--- src/rtl/declick_gain_stage.sv ---
// declick_gain_stage
// Captures the mixed voice stream once per I2S frame (ws falling edge), applies
// a linear fade-in/fade-out gain ramp driven by the "any voice on" / forced-mute
// condition, and presents a gained sample that stays stable for the whole frame.
module declick_gain_stage #(
    parameter int SAMPLE_WIDTH = 16,
    parameter int GAIN_WIDTH   = 8,
    parameter int RAMP_STEP    = 16
) (
    input  logic                    clk_in,
    input  logic                    rst_n_in,
    input  logic                    ws_in,
    input  logic [SAMPLE_WIDTH-1:0] stream_in,
    input  logic                    any_on_in,
    input  logic                    force_mute_in,
    output logic [SAMPLE_WIDTH-1:0] stream_out,
    output logic                    sample_valid_out,
    output logic [GAIN_WIDTH:0]     gain_out,
    output logic                    muted_out
);

    // Product of a signed sample and a zero-extended unsigned gain.
    localparam int PW = SAMPLE_WIDTH + GAIN_WIDTH + 2;
    // Gain arithmetic width: one guard bit above the gain register so sums never wrap.
    localparam int AW = GAIN_WIDTH + 2;

    localparam logic [AW-1:0] UNITY = {2'b01, {GAIN_WIDTH{1'b0}}};
    localparam logic [AW-1:0] STEP  = AW'(RAMP_STEP);

    typedef enum logic [1:0] {
        S_MUTED     = 2'd0,
        S_RAMP_UP   = 2'd1,
        S_OPEN      = 2'd2,
        S_RAMP_DOWN = 2'd3
    } state_t;

    state_t                   r_state;
    logic [GAIN_WIDTH:0]      r_gain;
    logic                     r_muted;

    logic                     r_ws_prev;
    logic [SAMPLE_WIDTH-1:0]  r_sample;
    logic [GAIN_WIDTH:0]      r_gain_lat;
    logic                     r_s1_valid;
    logic signed [PW-1:0]     r_product;
    logic                     r_s2_valid;

    logic                     w_tick;
    logic                     w_mute_req;
    logic [AW-1:0]            w_gain_ext;
    logic [AW-1:0]            w_gain_sum;
    logic [AW-1:0]            w_gain_up;
    logic [AW-1:0]            w_gain_dn;
    logic signed [PW-1:0]     w_sample_sext;
    logic signed [PW-1:0]     w_gain_zext;
    logic signed [PW-1:0]     w_product;
    logic                     w_unused_product_bits;

    assign w_tick     = r_ws_prev & ~ws_in;
    assign w_mute_req = force_mute_in | ~any_on_in;

    // Clamped ramp arithmetic: up saturates at unity, down saturates at zero.
    assign w_gain_ext = {1'b0, r_gain};
    assign w_gain_sum = w_gain_ext + STEP;
    assign w_gain_up  = (w_gain_sum >= UNITY) ? UNITY : w_gain_sum;
    assign w_gain_dn  = (w_gain_ext <= STEP) ? '0 : (w_gain_ext - STEP);

    // Full-width signed multiply; gain is non-negative so it is zero-extended.
    assign w_sample_sext = {{(PW-SAMPLE_WIDTH){r_sample[SAMPLE_WIDTH-1]}}, r_sample};
    assign w_gain_zext   = {{(PW-GAIN_WIDTH-1){1'b0}}, r_gain_lat};
    assign w_product     = w_sample_sext * w_gain_zext;

    // Arithmetic shift right by GAIN_WIDTH, keeping the sample-width slice.
    // The product never exceeds the sample range because gain <= unity.
    assign stream_out       = r_product[GAIN_WIDTH +: SAMPLE_WIDTH];
    assign sample_valid_out = r_s2_valid;
    assign gain_out         = r_gain;
    assign muted_out        = r_muted;

    // Fraction and sign-extension bits of the product are not needed downstream.
    assign w_unused_product_bits = ^{r_product[PW-1:GAIN_WIDTH+SAMPLE_WIDTH],
                                     r_product[GAIN_WIDTH-1:0]};

    // Frame-tick edge detect and stage 1: capture sample and pre-update gain.
    always_ff @(posedge clk_in or negedge rst_n_in) begin
        if (!rst_n_in) begin
            r_ws_prev  <= 1'b1;
            r_sample   <= '0;
            r_gain_lat <= '0;
            r_s1_valid <= 1'b0;
        end else begin
            r_ws_prev  <= ws_in;
            r_s1_valid <= w_tick;
            if (w_tick) begin
                r_sample   <= stream_in;
                r_gain_lat <= r_gain;
            end
        end
    end

    // Stage 2: register the product; it holds until the next captured frame.
    always_ff @(posedge clk_in or negedge rst_n_in) begin
        if (!rst_n_in) begin
            r_product  <= '0;
            r_s2_valid <= 1'b0;
        end else begin
            r_s2_valid <= r_s1_valid;
            if (r_s1_valid) begin
                r_product <= w_product;
            end
        end
    end

    // Gain-ramp FSM, advanced only on frame ticks; reversal keeps the current gain.
    always_ff @(posedge clk_in or negedge rst_n_in) begin
        if (!rst_n_in) begin
            r_state <= S_MUTED;
            r_gain  <= '0;
            r_muted <= 1'b1;
        end else if (w_tick) begin
            case (r_state)
                S_MUTED: begin
                    if (!w_mute_req) begin
                        r_state <= S_RAMP_UP;
                        r_muted <= 1'b0;
                    end
                end
                S_RAMP_UP: begin
                    if (w_mute_req) begin
                        r_state <= S_RAMP_DOWN;
                    end else begin
                        r_gain <= w_gain_up[GAIN_WIDTH:0];
                        if (w_gain_up == UNITY) begin
                            r_state <= S_OPEN;
                        end
                    end
                end
                S_OPEN: begin
                    if (w_mute_req) begin
                        r_state <= S_RAMP_DOWN;
                    end
                end
                S_RAMP_DOWN: begin
                    if (!w_mute_req) begin
                        r_state <= S_RAMP_UP;
                    end else begin
                        r_gain <= w_gain_dn[GAIN_WIDTH:0];
                        if (w_gain_dn == '0) begin
                            r_state <= S_MUTED;
                            r_muted <= 1'b1;
                        end
                    end
                end
                default: begin
                    r_state <= S_MUTED;
                    r_gain  <= '0;
                    r_muted <= 1'b1;
                end
            endcase
        end
    end

endmodule

--- config.mk ---
export PLATFORM = sky130hd
export DESIGN_NAME = declick_gain_stage
export DESIGN_NICKNAME = d
export VERILOG_FILES = /design/src/rtl/declick_gain_stage.sv
export SDC_FILE = /design/constraint.sdc
export NUM_CORES = 1
export LEC_CHECK = 0
export BUFFER_PORTS_ARGS = -buffer_cell sky130_fd_sc_hd__buf_2
export CELL_PAD_IN_SITES_DETAIL_PLACEMENT = 0
export CELL_PAD_IN_SITES_GLOBAL_PLACEMENT = 1
export CORE_MARGIN = 2
export CORE_UTILIZATION = 44
export DETAILED_ROUTE_END_ITERATION = 8
export PLACE_DENSITY = 0.8
export RECOVER_POWER = 100
export SLEW_MARGIN = 20
export SYNTH_ARGS = -nofsm -noshare
export SYNTH_HDL_FRONTEND = slang
export SYNTH_SLANG_ARGS = --single-unit
--- constraint.sdc ---
create_clock -name clk_in -period 4.92 [get_ports clk_in]
set_input_delay 0.246 -clock clk_in [delete_from_list [all_inputs] [get_ports clk_in]]
set_output_delay 0.246 -clock clk_in [all_outputs]
set_load 0.02 [all_outputs]
==> summary.json <==
{
  "finalWirelength": {"value": 17.17, "unit": "mm"},
  "postSynth.topFlopCell": {"value": "dfrtp_1"},
  "fp-row-count": {"value": 47},
  "cts-buffers-inserted": {"value": 5},
  "setup.worst_path.class": {"value": "reg -> reg"},
  "worst_slew_pin_slew": {"value": 3.138, "unit": "ns"},
  "number_of_enable_type_register_cells_in_the_synthesized_netlist": {"value": 0},
  "powerDensity": {"value": 412.1, "unit": "nW/µm²"},
  "rsz0062_at_grt": {"value": "true"},
  "timing.clock.skew": {"value": 0.01268, "unit": "ns"},
  "hold_start": {"value": "ws_in"},
  "cts.sinks": {"value": 56},
  "multi_input_comb_area": {"value": 5602, "unit": "µm²"},
  "post_dp_hpwl": {"value": 13.01, "unit": "mm"},
  "layout.cells.most_common_list": {"value": "151 x nand2_1, 129 x inv_1, 104 x fa_1"},
  "clk_path_buf_depth": {"value": 2},
  "cp.required": {"value": 5.18, "unit": "ns"},
  "synth_nets": {"value": 993},
  "worstHoldPathCells": {"value": 1},
  "path_clk_slew": {"value": 0.09, "unit": "ns"},
  "synth_area_per_cell": {"value": 9.266, "unit": "µm²"},
  "ys_seq_elements": {"value": 56},
  "period_needed": {"value": 5.042, "unit": "ns"},
  "layout-area-overhead-vs-synth": {"value": 22.18, "unit": "%"},
  "failing_checks": {"value": "capacitance limit, slew limit, setup timing"},
  "worst_min_delay_path_class": {"value": "in -> reg"},
  "routed-via-count": {"value": 5683},
  "cts_tree": {"value": "yes"},
  "reg2reg_to": {"value": "r_product[20]$_DFFE_PN0P_"},
  "chipWidth": {"value": 133.9, "unit": "µm"},
  "last_weighted_congestion_value_of_the_routability_driven_placer": {"value": 0.8702},
  "grt.total_usage": {"value": 0.2080},
  "post-route-drc-count": {"value": 0},
  "die_h": {"value": 133.9, "unit": "µm"},
  "seq_area_frac_synth": {"value": 0.1891},
  "fmax": {"value": 0.1983, "unit": "GHz"},
  "fp.coreArea": {"value": 16520, "unit": "µm²"},
  "ff2ff_setup_slack": {"value": -0.12, "unit": "ns"},
  "drv.max_cap_violation_count": {"value": 1},
  "synth_area": {"value": 7422, "unit": "µm²"},
  "final_min_period_over_clock_period": {"value": 1.025},
  "cp_data_arrival_time": {"value": 5.30, "unit": "ns"},
  "first_global_vias": {"value": 6120},
  "synth_cells": {"value": 801},
  "ys_warn_count": {"value": 0},
  "floorplan.io_pins": {"value": 48},
  "cts_htree_levels": {"value": 2},
  "die-area": {"value": 17920, "unit": "µm²"},
  "synth_async_sr_flop_share": {"value": 1.000},
  "hold_path_end": {"value": "r_ws_prev$_DFF_PN1_"},
  "drt_iter0_markers": {"value": 216},
  "seq_area": {"value": 1423, "unit": "µm²"},
  "diodes": {"value": 0},
  "final_antenna_net_count": {"value": 0},
  "worst_r2r_startpoint": {"value": "r_gain_lat[6]$_DFFE_PN0P_"},
  "outcome": {"value": "finished with violations"},
  "post_route_cells_drive_above_1_share": {"value": 0.2371},
  "nFillCells": {"value": 1514},
  "layout_commonest_cell": {"value": "nand2_1"},
  "leakage": {"value": 4.802, "unit": "nW"},
  "antenna_found_initial": {"value": 0},
  "timing.max_slew.rel_slack": {"value": -1.092},
  "setup.worst_path.end_class": {"value": "flop"},
  "post_drt_via_cell_ratio": {"value": 4.950},
  "hold_viol_final": {"value": 0},
  "worst_case_vdd_ir_drop": {"value": 0.2184, "unit": "mV"},
  "root_buffer": {"value": "clkbuf_16"},
  "global_route_wire_length_before_repair": {"value": 29.66, "unit": "mm"},
  "power": {"value": 0.003737, "unit": "W"},
  "portbufs": {"value": 47},
  "first_pass_iters": {"value": 4},
  "total_overflow_reported_by_the_global_router": {"value": 0},
  "nets_final": {"value": 1119},
  "final_worst_path_setup_slack": {"value": -0.1216, "unit": "ns"},
  "startpoint_type": {"value": "flop"},
  "grt_start_max_net_pins": {"value": 57},
  "synth_cell_types": {"value": 67},
  "floorplan.initialDensity": {"value": 0.4492},
  "r2r.worst_path.cells": {"value": 18},
  "final_number_of_max_transition_violations": {"value": 57},
  "wire_per_inst": {"value": 14.95, "unit": "µm"},
  "setup_viol": {"value": 12},
  "clk-insertion-delay-late": {"value": 0.32, "unit": "ns"},
  "fin_tns_setup": {"value": -0.7587, "unit": "ns"},
  "worst-path-max-fanout": {"value": 8}
}
[worst max-delay path, cell delays in order (launching register included)]
cell and delay, ns:
dfrtp_2 0.48, nand2_1 0.11, fa_1 0.54, inv_1 0.05
fa_1 0.54, fa_1 0.45, fa_1 0.50, inv_1 0.05
fa_1 0.49, inv_2 0.05, ha_4 0.27, buf_4 0.14
nand3_1 0.10, a311oi_2 0.34, a31o_4 0.18, a21boi_4 0.08
buf_4 0.14, or4_1 0.39, nand4_1 0.10
[cells in the mapped netlist, types with 2 or more instances]
master | number | area, µm²
a211oi_1 | 3 | 22.52
clkbuf_1 | 29 | 108.9
fa_1 | 114 | 2282
ha_1 | 57 | 713.2
a221o_1 | 2 | 20.02
inv_1 | 133 | 499.2
buf_6 | 2 | 22.52
nand2b_1 | 5 | 31.28
o22ai_1 | 2 | 12.51
a21oi_2 | 2 | 17.52
a21oi_1 | 17 | 85.08
a21o_1 | 13 | 97.59
mux2_2 | 9 | 101.4
clkbuf_8 | 2 | 27.53
nand2_1 | 154 | 578.1
dfrtp_1 | 54 | 1351
a31oi_1 | 7 | 43.79
nand3_1 | 7 | 35.03
o21ai_0 | 9 | 45.04
nor3_2 | 2 | 20.02
or3_1 | 2 | 12.51
nor2b_1 | 4 | 25.02
and2_1 | 76 | 475.5
dfstp_2 | 2 | 52.55
xnor2_1 | 13 | 113.9
buf_2 | 6 | 30.03
o31a_1 | 2 | 17.52
nand4_1 | 8 | 50.05
nor3_1 | 7 | 35.03
xor2_1 | 9 | 78.83
o21bai_1 | 2 | 15.01
nor2_1 | 12 | 45.04
[worst max-delay path by stage]
stage                                            to  slack, ns  cells past startpoint                       from
after floorplan           r_product[23]$_DFFE_PN0P_      -0.12                     20  r_gain_lat[1]$_DFFE_PN0P_
final                     r_product[20]$_DFFE_PN0P_      -0.12                     18  r_gain_lat[6]$_DFFE_PN0P_
after global routing      r_product[17]$_DFFE_PN0P_      -0.32                     22  r_gain_lat[1]$_DFFE_PN0P_
after global placement    r_product[23]$_DFFE_PN0P_      -0.27                     17  r_gain_lat[3]$_DFFE_PN0P_
after detailed placement  r_product[23]$_DFFE_PN0P_      -0.35                     18  r_gain_lat[2]$_DFFE_PN0P_
after CTS                 r_product[19]$_DFFE_PN0P_      -0.13                     19  r_gain_lat[1]$_DFFE_PN0P_
[cells by family after synthesis]
group,Yosys count,synth area share
XOR/XNOR,22,0.02596
flip-flops,56,0.1891
AO/OA/AOI/OAI,81,0.08345
AND/OR/NAND/NOR,285,0.1856
adder cells (fa/ha/maj),171,0.4036
buffers and inverters,174,0.09373
multiplexers,12,0.01854
[area by class of cell]
cell class                 instances  area share
tap                              220     0.03035
sequential                        56      0.1569
clock buffer                       5     0.01380
clock inverter                     3    0.003035
inverter                         134     0.05546
timing repair buffer             159      0.1228
multi-input combinational        571      0.6177
[registers in the layout, indices dropped and copies added, names as in the netlist, 2 cells and up]
name / count
r_product: 16
r_state: 2
r_gain_lat: 9
r_sample: 16
gain_out: 9
[timing repair]
action | 4_1_cts | 5_1_grt
hold buffers | 0 | 0
pin swaps | 21 | 19
gates resized for setup | 41 | 23
endpoints found under the hold margin | 0 | 0
buffers inserted | 15 | 5
setup endpoints to repair | 14 | 14
cloned | 1 | 0
[report_power, final]
group	leakage, nW	internal (W)	switching [W]	total, W
Combinational	4.05	0.00121	0.00137	0.00258
Clock	0.0719	0.000195	0.000207	0.000402
Sequential	0.685	0.000583	0.000169	0.000752
Total	4.80	0.00199	0.00175	0.00374
[routing by layer]
metal  global-route usage  wire length (µm)  part of all wire
met5                    0                 0                 0
met4              0.05260               217             0.013
met3              0.02268               629             0.037
met2               0.3650              8860              0.52
met1               0.2761              7457              0.43
[per-stage QoR]
step | hold WS (ns) | instance area, µm² | util | setup slack [ns] | std cells
after floorplan | -0.04959 | 7533 | - | -0.1224 | 801
after global placement | 0.3603 | 8501 | 0.5144 | -0.2678 | 1119
after detailed placement | 0.3620 | 8501 | 0.5144 | -0.3509 | 1119
after CTS | 0.03323 | 8974 | 0.5430 | -0.1320 | 1143
after global routing | 0.03249 | 9069 | 0.5488 | -0.3212 | 1148
final | 0.03939 | 9069 | 0.5488 | -0.1216 | 1148
Power figures use the tool's default switching activity.
